### config.mk
export PLATFORM = sky130hd
export DESIGN_NAME = serial_tx
export DESIGN_NICKNAME = d
export VERILOG_FILES = /design/src/rtl/serial_tx.sv
export SDC_FILE = /design/constraint.sdc
export NUM_CORES = 1
export LEC_CHECK = 0
export BUFFER_PORTS_ARGS = -buffer_cell sky130_fd_sc_hd__buf_2
export CAP_MARGIN = 20
export CORE_MARGIN = 2
export CORE_UTILIZATION = 54
export DETAILED_ROUTE_END_ITERATION = 7
export MAX_ROUTING_LAYER = met4
export PLACE_DENSITY_LB_ADDON = 0.08
export REMOVE_ABC_BUFFERS = 1
export SYNTH_ARGS = -nofsm -noshare
export SYNTH_HDL_FRONTEND = slang
export SYNTH_SLANG_ARGS = --single-unit
### constraint.sdc
create_clock -name clock -period 2.17 [get_ports clock]
set_input_delay 0.5425 -clock clock [delete_from_list [all_inputs] [get_ports clock]]
set_output_delay 0.5425 -clock clock [all_outputs]
set_load 0.02 [all_outputs]
### src/rtl/serial_tx.sv
// Framed word serializer: start bit, WIDTH data bits LSB-first, optional even parity, stop bit.
// Optional parity bit is compiled in with `SERIAL_TX_PARITY_EN`.
module serial_tx #(
  parameter int WIDTH        = 7,
  parameter int CLKS_PER_BIT = 4
) (
  input  logic             clock,
  input  logic             reset,
  input  logic [WIDTH-1:0] tock_data,
  input  logic             tock_valid,
  output logic             tock_ready,
  output logic             tx_bit,
  output logic             tx_busy,
  output logic [7:0]       sent_count
);

  localparam int CW = (CLKS_PER_BIT > 1) ? $clog2(CLKS_PER_BIT) : 1;
  localparam int IW = $clog2(WIDTH + 1);

`ifdef SERIAL_TX_PARITY_EN
  typedef enum logic [2:0] {IDLE, START, DATA, PARITY, STOP} state_t;
  logic parity;
`else
  typedef enum logic [2:0] {IDLE, START, DATA, STOP} state_t;
`endif

  state_t           state;
  logic [WIDTH-1:0] shift;
  logic [WIDTH-1:0] shift_nxt;
  logic [CW-1:0]    cnt;
  logic [IW-1:0]    idx;
  logic             bit_end;

  assign shift_nxt  = shift >> 1;
  assign bit_end    = (cnt == CW'(CLKS_PER_BIT - 1));
  assign tock_ready = (state == IDLE);

  always_ff @(posedge clock or posedge reset) begin
    if (reset) begin
      state      <= IDLE;
      shift      <= '0;
      cnt        <= '0;
      idx        <= '0;
      tx_bit     <= 1'b1;
      tx_busy    <= 1'b0;
      sent_count <= 8'd0;
`ifdef SERIAL_TX_PARITY_EN
      parity     <= 1'b0;
`endif
    end else begin
      if (state != IDLE)
        cnt <= bit_end ? '0 : cnt + 1'b1;
      case (state)
        IDLE: begin
          if (tock_valid) begin
            shift   <= tock_data;
            cnt     <= '0;
            idx     <= '0;
            state   <= START;
            tx_bit  <= 1'b0;
            tx_busy <= 1'b1;
`ifdef SERIAL_TX_PARITY_EN
            parity  <= ^tock_data;
`endif
          end
        end
        START: begin
          if (bit_end) begin
            state  <= DATA;
            tx_bit <= shift[0];
          end
        end
        DATA: begin
          if (bit_end) begin
            shift <= shift_nxt;
            idx   <= idx + 1'b1;
            // line value is loaded one bit ahead so tx_bit stays a plain register
            if (idx == IW'(WIDTH - 1)) begin
`ifdef SERIAL_TX_PARITY_EN
              state  <= PARITY;
              tx_bit <= parity;
`else
              state  <= STOP;
              tx_bit <= 1'b1;
`endif
            end else begin
              tx_bit <= shift_nxt[0];
            end
          end
        end
`ifdef SERIAL_TX_PARITY_EN
        PARITY: begin
          if (bit_end) begin
            state  <= STOP;
            tx_bit <= 1'b1;
          end
        end
`endif
        STOP: begin
          if (bit_end) begin
            state      <= IDLE;
            tx_bit     <= 1'b1;
            tx_busy    <= 1'b0;
            sent_count <= sent_count + 8'd1;
          end
        end
        default: begin
          state   <= IDLE;
          tx_bit  <= 1'b1;
          tx_busy <= 1'b0;
        end
      endcase
    end
  end

endmodule

---- Yosys cells after proc, flatten, opt, wreduce, memory -nomap -nowiden ----
Index checks and enable logic that the tools add are counted.
cells by class
  reduce and logical (&&, ||, !) cells .... 9
  equal/unequal tests ..................... 10
  bitwise gates (word level) .............. 1
  mux-type cells .......................... 25
  $add $sub $neg .......................... 3
operators by type and width
  operator                                             number
  two-way mux 3 bit                                    7
  two-way mux 7 bit                                    2
  case mux 7 bit (2 select lines)                      1
  case mux 3 bit (4 select lines)                      1
  inequality test 2 bit, second input constant         5
  adder 8 x 1 -> 8 bit, second input constant          1
  two-way mux 2 bit                                    4
  two-way mux 1 bit                                    7
  equality test 3 x 2 -> 1 bit, second input constant  2
  case mux 3 bit (2 select lines)                      1
  AND reduction 3 bit                                  2
  AND reduction 5 bit                                  1
  case mux 1 bit (4 select lines)                      1
  AND reduction 4 bit                                  1
  adder 3 x 1 -> 3 bit, second input constant          1
  equality test 3 x 1 -> 1 bit, second input constant  1
  equality test 3 bit, second input constant           1
  logical NOT 3 bit                                    1
  case mux 1 bit (3 select lines)                      1
  nonzero test 3 bit                                   1
  adder 2 x 1 -> 2 bit, second input constant          1
  equality test 2 bit, second input constant           1
  AND reduction 2 bit                                  1
  nonzero test 2 bit                                   1
  other kinds (2)                                      2
word-level totals
  logic and storage cells ................. 55
  output and inout port bits .............. 11
  flip-flop bits (word level) ............. 25

---- Longest topological paths before layout ----
Gate-level depths: netlist of the first run.
  depth after elaboration ................. 5
  gate-level depth with buffers ........... 6
  gate-level depth less buffers ........... 5

---- Worst setup path before layout of the first run ----
Ideal clock, no wire load.
  path kind ............................... register to register
  start point ............................. register state[0]
  end point ............................... register shift[6]
  path buffers ............................ 1
  arrival time ............................ 1.703 ns
  clock period less this slack ............ 1.828 ns
  cell stages (with the launch flop) ...... 7
  path slack .............................. 0.342 ns
  path through ............................ dfrtp_1 -> inv_1 -> ha_1 -> mux2_4 -> and2_4 -> buf_6 -> mux2_4
between the ends
  cells in the longest elaborated chain, start to end .. 3
RTL lines
  what                                                                          line  source
  from (decl)                                                                   27    state_t state;
  from (signal assigned)                                                        40    state <= IDLE;
  from (signal assigned)                                                        59    state <= START;
  from (signal assigned)                                                        69    state <= DATA;
  logical NOT 3 bit (*)                                                         n/a
  named net tock_ready                                                          11    output logic tock_ready,
  inequality test 2 bit (no line) / nonzero test 2 bit (equally long branches)  n/a
  AND reduction 3 bit (no line)                                                 n/a
  to (signal assigned)                                                          56    shift <= tock_data;
  to (signal assigned)                                                          75    shift <= shift_nxt;
  to (decl)                                                                     28    logic [WIDTH-1:0] shift;
Mark *: on every way through the listed nets, which the timed path passes. The rest lies on a longest branch.
A chain may end at the register's enable or synchronous reset.

---- Worst setup path after layout of the first run ----
  start point ............................. register state[0]
  end point ............................... output port tock_ready
between the ends
  cells in the longest elaborated chain, start to end .. 1
RTL lines
  what               line  source
  logical NOT 3 bit  36    assign tock_ready = (state == IDLE);
  to (decl)          11
No other way between the ends.

==> results of run 1 <==
==> registers in the layout, indices dropped and copies added (netlist names) <==
name / cells
tx_busy: 1
shift: 7
cnt: 2
state: 2
tx_bit: 1
sent_count: 8
idx: 3
==> kinds of logic after synthesis <==
| family | Yosys count |
|---|---|
| AND/OR/NAND/NOR | 23 |
| XOR/XNOR | 7 |
| multiplexers | 11 |
| adder cells (fa/ha/maj) | 10 |
| AO/OA/AOI/OAI | 24 |
| buffers and inverters | 11 |
| flip-flops | 24 |
==> routing by layer <==
metal	wire length, um	part of all wire [%]	track usage (%)	vias to the layer above
met4	14	0.63	6.41	0
met2	1090	49	30.2	12
met3	56	2.5	2.57	2
met5	0	0	-	-
met1	1050	48	24.9	442
li1	-	-	-	436
==> cell type report <==
type	count	area (um2)	share of cell area [%]
Inverter	7	26.3	1.83
Clock buffer	3	22.5	1.57
Timing Repair Buffer	23	123	8.52
Clock inverter	1	30.0	2.09
Multi-Input combinational cell	75	601	41.7
Tap cell	28	35.0	2.43
Sequential cell	24	602	41.8
==> cells in the final DEF (no fill, tap or decap), types with 2 or more instances in the layout <==
cell type | synthesis | routed
a21oi_1 | 12 | 12
and3_1 | 2 | 2
buf_2 | 2 | 20
buf_4 | 0 | 3
clkbuf_4 | 0 | 3
dfrtp_1 | 23 | 23
ha_1 | 10 | 10
inv_1 | 7 | 7
mux2_2 | 3 | 3
mux2_4 | 2 | 2
mux2i_1 | 6 | 6
nand2_1 | 3 | 3
nand2b_1 | 2 | 2
nand4_1 | 5 | 5
nor2b_1 | 3 | 3
o21ai_0 | 4 | 4
xnor2_1 | 6 | 6
==> worst max-delay path by stage <==
stage,from,end
5_1_grt,state[0],tock_ready
4_1_cts,state[0],tock_ready
2_1_floorplan,state[0],shift[6]
3_5_place_dp,state[0],shift[6]
6_report,state[0],tock_ready
3_3_place_gp,state[0],shift[6]
==> metrics by stage <==
step	total power [uW]	util, %	hold slack (ps)	cells	cell area [um2]
after CTS	2100	65.0	250	161	1440
after global placement	1730	62.7	458	157	1390
after global routing	2250	65.0	270	161	1440
after floorplan	1510	-	482	106	1230
after detailed placement	1780	62.7	466	157	1390
final	2080	65.0	247	161	1440
==> critical path, delay by kind of cell, from the launching register on <==
| family | cells | cell delay [ps] |
|---|---|---|
| fa+ha+maj | 1 | 310 |
| flops | 1 | 450 |
| buf+inv | 2 | 360 |
==> power breakdown <==
| part | switching [uW] | internal [uW] |
|---|---|---|
| sequential | 131 | 626 |
| combinational | 529 | 475 |
| clock | 130 | 186 |
| total | 790 | 1290 |
==> qor.yml, run 1 <==
synth:
  synth_top_area_share_pct: 45.9
  postSynth.asyncResetShare_pct: 100
  synth_most_common_cell: "dfrtp_1"
  synth.area.top_cells: "dfrtp_1, ha_1, a21oi_1, mux2i_1, xnor2_1"
  synth_compound_area_share_pct: 12.0
  yosysTopAreaCell: "dfrtp_1"
  netlist-cell-type-count: 35
  synth_area_um2: 1250
  synth_simple_gate_area_share_pct: 11.2
  synth_ff_type: "dfrtp_1"
  ys_ff_latch: 24
  synth_xor_area_share_pct: 4.89
  yosysSeqAreaShare_pct: 48.0
  synth_edf_count: 0
  synthMuxAreaShare_pct: 9.88
  ys_top_cells_by_count: "dfrtp_1, a21oi_1, ha_1, inv_1"
  synth_top_family_by_area: "compound AO/OA/AOI/OAI gates"
  avgSynthCellArea_um2: 11.4
  syn_inst: 110
  ys_warn_count: 0
  synth_fa_ha_area_share_pct: 9.98
worst_setup_path:
  r2r_end: "shift[6]"
  r2r-start: "state[0]"
  arrival_ps: 1420
  rr_worst_depth: 5
  critical-path-slowest-cell: "dfrtp_1"
  slowest_delay_ps: 450
  path_max_fanout: 8
  critPathRequiredTime_ps: 1630
  end_kind: "output port"
  startpoint_type: "flip-flop"
  rrSetupSlack_ps: 370
  critPathKind: "flip-flop to output port"
  cp_cell_sequence: "inv_1 -> ha_1 -> buf_2"
die:
  initial_core_util_pct: 56.7
  std_cell_rows: 17
  fp.dieW_um: 52.2
  io_pins: 21
  die_area_um2: 2720
  core_um2: 2210
  die_h_um: 52.2
timing:
  fin_setup_tns_ps: 0
  min_period_over_period_pct: 90.4
  min_period_ps: 1960
  slew_violations: 0
  setup-violations-final: 0
  max_freq_mhz: 510
  rsz0062_at_grt: "false"
  maxSlewHeadroom_pct: 73.5
  finalWorstSetupSlack_ps: 209
  clock_skew_ps: 1.85
  finalHoldViolCount: 0
  tightest_slew_ps: 393
global_route:
  grt.overflow.total: 0
  grt_pass1_wl_um: 3710
  grt_max_degree: 25
  grt.total_usage_pct: 18.8
  antenna_found_initial: 0
  grt_pass1_vias: 863
final_layout:
  syn_to_final_growth_pct: 14.8
  filler_cell_count: 190
  layout-drive-gt1-share_pct: 27.1
  layout.nets: 154
  num_antenna_cells: 0
run:
  cap_viol_max_count: 0
cts:
  cts_tree: "done"
  clock_latency_ps: 300
  cts_made_buffers: 3
  cts.sinks: 24
  clk_path_buf_depth: 2
  hold_buffers: 0
  clk_pin_slew_worst_paths_ps: 130
  post_cts_resized: 0
  clockRootBuffer: "clkbuf_4"
  cts_setup_buffers: 0
  cts_max_level: 1
placement:
  io_buffers: 20
  dp_hpwl_um: 1700
  place_congestion: 0.709
  place_ws_ps: 398
drt:
  ant_nets: 0
  remaining_drc_errors: 0
  viasPerCell: 5.54
  vias: 892
  first_iter_violations: 3
  drt_pre_antenna_iters: 4
  routed_wl_um: 2220
  avgRoutedWirePerCell_um: 13.8
power_and_ir_drop:
  p_leak_uw: 0.000702
  ir_drop_uv: 924
  powerDensity_nw_per_um2: 1440
hold_path:
  holdCritPathClass: "primary input to async pin"
outcome:
  outcome: "finished, final reports clean"
(Power assumes the default switching activity.)
==> inputs of run 2 (changes only) <==
Settings changed: CELL_PAD_IN_SITES_DETAIL_PLACEMENT set to 0, CELL_PAD_IN_SITES_GLOBAL_PLACEMENT set to 1, CORE_UTILIZATION 54 to 43.
==> qor.yml, run 2 (synthesized netlist as in run 1, its figures left out) <==
cts:
  post_cts_resized: 0
  clk_path_buf_depth: 2
  hold_buffers: 0
  clockRootBuffer: "clkbuf_4"
  cts_max_level: 1
  cts_tree: "done"
  clock_latency_ps: 310
  clk_pin_slew_worst_paths_ps: 140
  cts_made_buffers: 3
  cts.sinks: 24
  cts_setup_buffers: 0
drt:
  viasPerCell: 5.31
  routed_wl_um: 2300
  avgRoutedWirePerCell_um: 14.0
  first_iter_violations: 28
  ant_nets: 0
  drt_pre_antenna_iters: 4
  remaining_drc_errors: 0
  vias: 871
timing:
  worst_hold_slack_ps: 235
  rsz0062_at_grt: "false"
  min_period_over_period_pct: 91.1
  finalHoldViolCount: 0
  max_freq_mhz: 506
  setup-violations-final: 0
  tightest_slew_ps: 297
  maxSlewHeadroom_pct: 80.0
  fin_setup_tns_ps: 0
  slew_violations: 0
  clock_skew_ps: 3.58
  min_period_ps: 1980
die:
  initial_core_util_pct: 45.5
  fp.dieW_um: 58.0
  core_um2: 2760
  die_area_um2: 3360
  std_cell_rows: 19
  io_pins: 21
  die_h_um: 58.0
final_layout:
  layout.nets: 154
  num_antenna_cells: 0
  fin_cells: 164
  fin_util_pct: 52.3
  largest_register_ffs: 8
  syn_to_final_growth_pct: 15.1
  layout-drive-gt1-share_pct: 27.1
  biggestRegsByFlops: "sent_count x8, shift x7, idx x3"
  regMostFlops: "sent_count"
  final_common_cell: "dfrtp_1"
  layout_common_cells: "dfrtp_1, buf_2, a21oi_1"
worst_setup_path:
  crit_start: "state[0]"
  critPathKind: "flip-flop to output port"
  startpoint_type: "flip-flop"
  arrival_ps: 1440
  rr_worst_depth: 5
  path_max_fanout: 8
  r2r-start: "state[0]"
  critPathRequiredTime_ps: 1630
  r2r_end: "shift[6]"
  rrSetupSlack_ps: 380
  end_kind: "output port"
global_route:
  grt.overflow.total: 0
  antenna_found_initial: 0
  grt_max_degree: 25
  grt_pass1_vias: 878
  grt_pass1_wl_um: 3860
  grt.total_usage_pct: 15.5
power_and_ir_drop:
  p_leak_uw: 0.000702
  powerDensity_nw_per_um2: 1440
  ir_drop_uv: 838
  total_power_uw: 2080
placement:
  place_inst: 160
  io_buffers: 20
  place_congestion: 0.759
  dp_hpwl_um: 1700
run:
  cap_viol_max_count: 0
outcome:
  outcome: "finished, final reports clean"
hold_path:
  holdCritPathClass: "primary input to async pin"
==> run 2: cell counts in the layout (fill, tap and decap cells not counted) <==
Identical to the previous run, type by type.
==> run 2: worst max-delay path, cell delays in order, from the launching register on <==
cell and delay (ps):
dfrtp_1 440, inv_1 140, ha_1 320, buf_2 220
==> run 2: final cells by class <==
cell class	count	area (um2)
tap	31	38.8
timing repair buffer	23	123
fill	262	1320
multi-input combinational	75	601
clock inverter	1	30.0
inverter	7	26.3
sequential	24	602
clock buffer	3	22.5
==> run 2: worst max path at each step <==
stage | endpoint | slack, ps | cells past startpoint
6_report | tock_ready | 190 | 3
5_1_grt | tock_ready | 80 | 3
4_1_cts | tock_ready | 190 | 3
3_5_place_dp | shift[6] | 400 | 5
3_3_place_gp | shift[6] | 450 | 5
2_1_floorplan | shift[6] | 370 | 5
==> run 2: routing by layer <==
metal | up-vias | wire [um] | track usage, %
met5 | - | 0 | -
met4 | 0 | 20 | 5.98
met3 | 2 | 69 | 2.46
met2 | 13 | 1080 | 25.2
met1 | 419 | 1130 | 19.4
li1 | 437 | - | -
==> run 2: power breakdown <==
part / internal, uW / switching (uW) / total (uW) / leakage, uW
logic: 476 / 526 / 1000 / 0.000377
clock network: 187 / 141 / 327 / 0.0000279
registers: 626 / 126 / 752 / 0.000296
==> run 2: stage by stage <==
step                      instance area [um2]  setup slack [ps]
final                                    1440               192
after detailed placement                 1390               398
after global placement                   1390               446
after floorplan                          1230               367
after global routing                     1440              83.9
after CTS                                1440               189
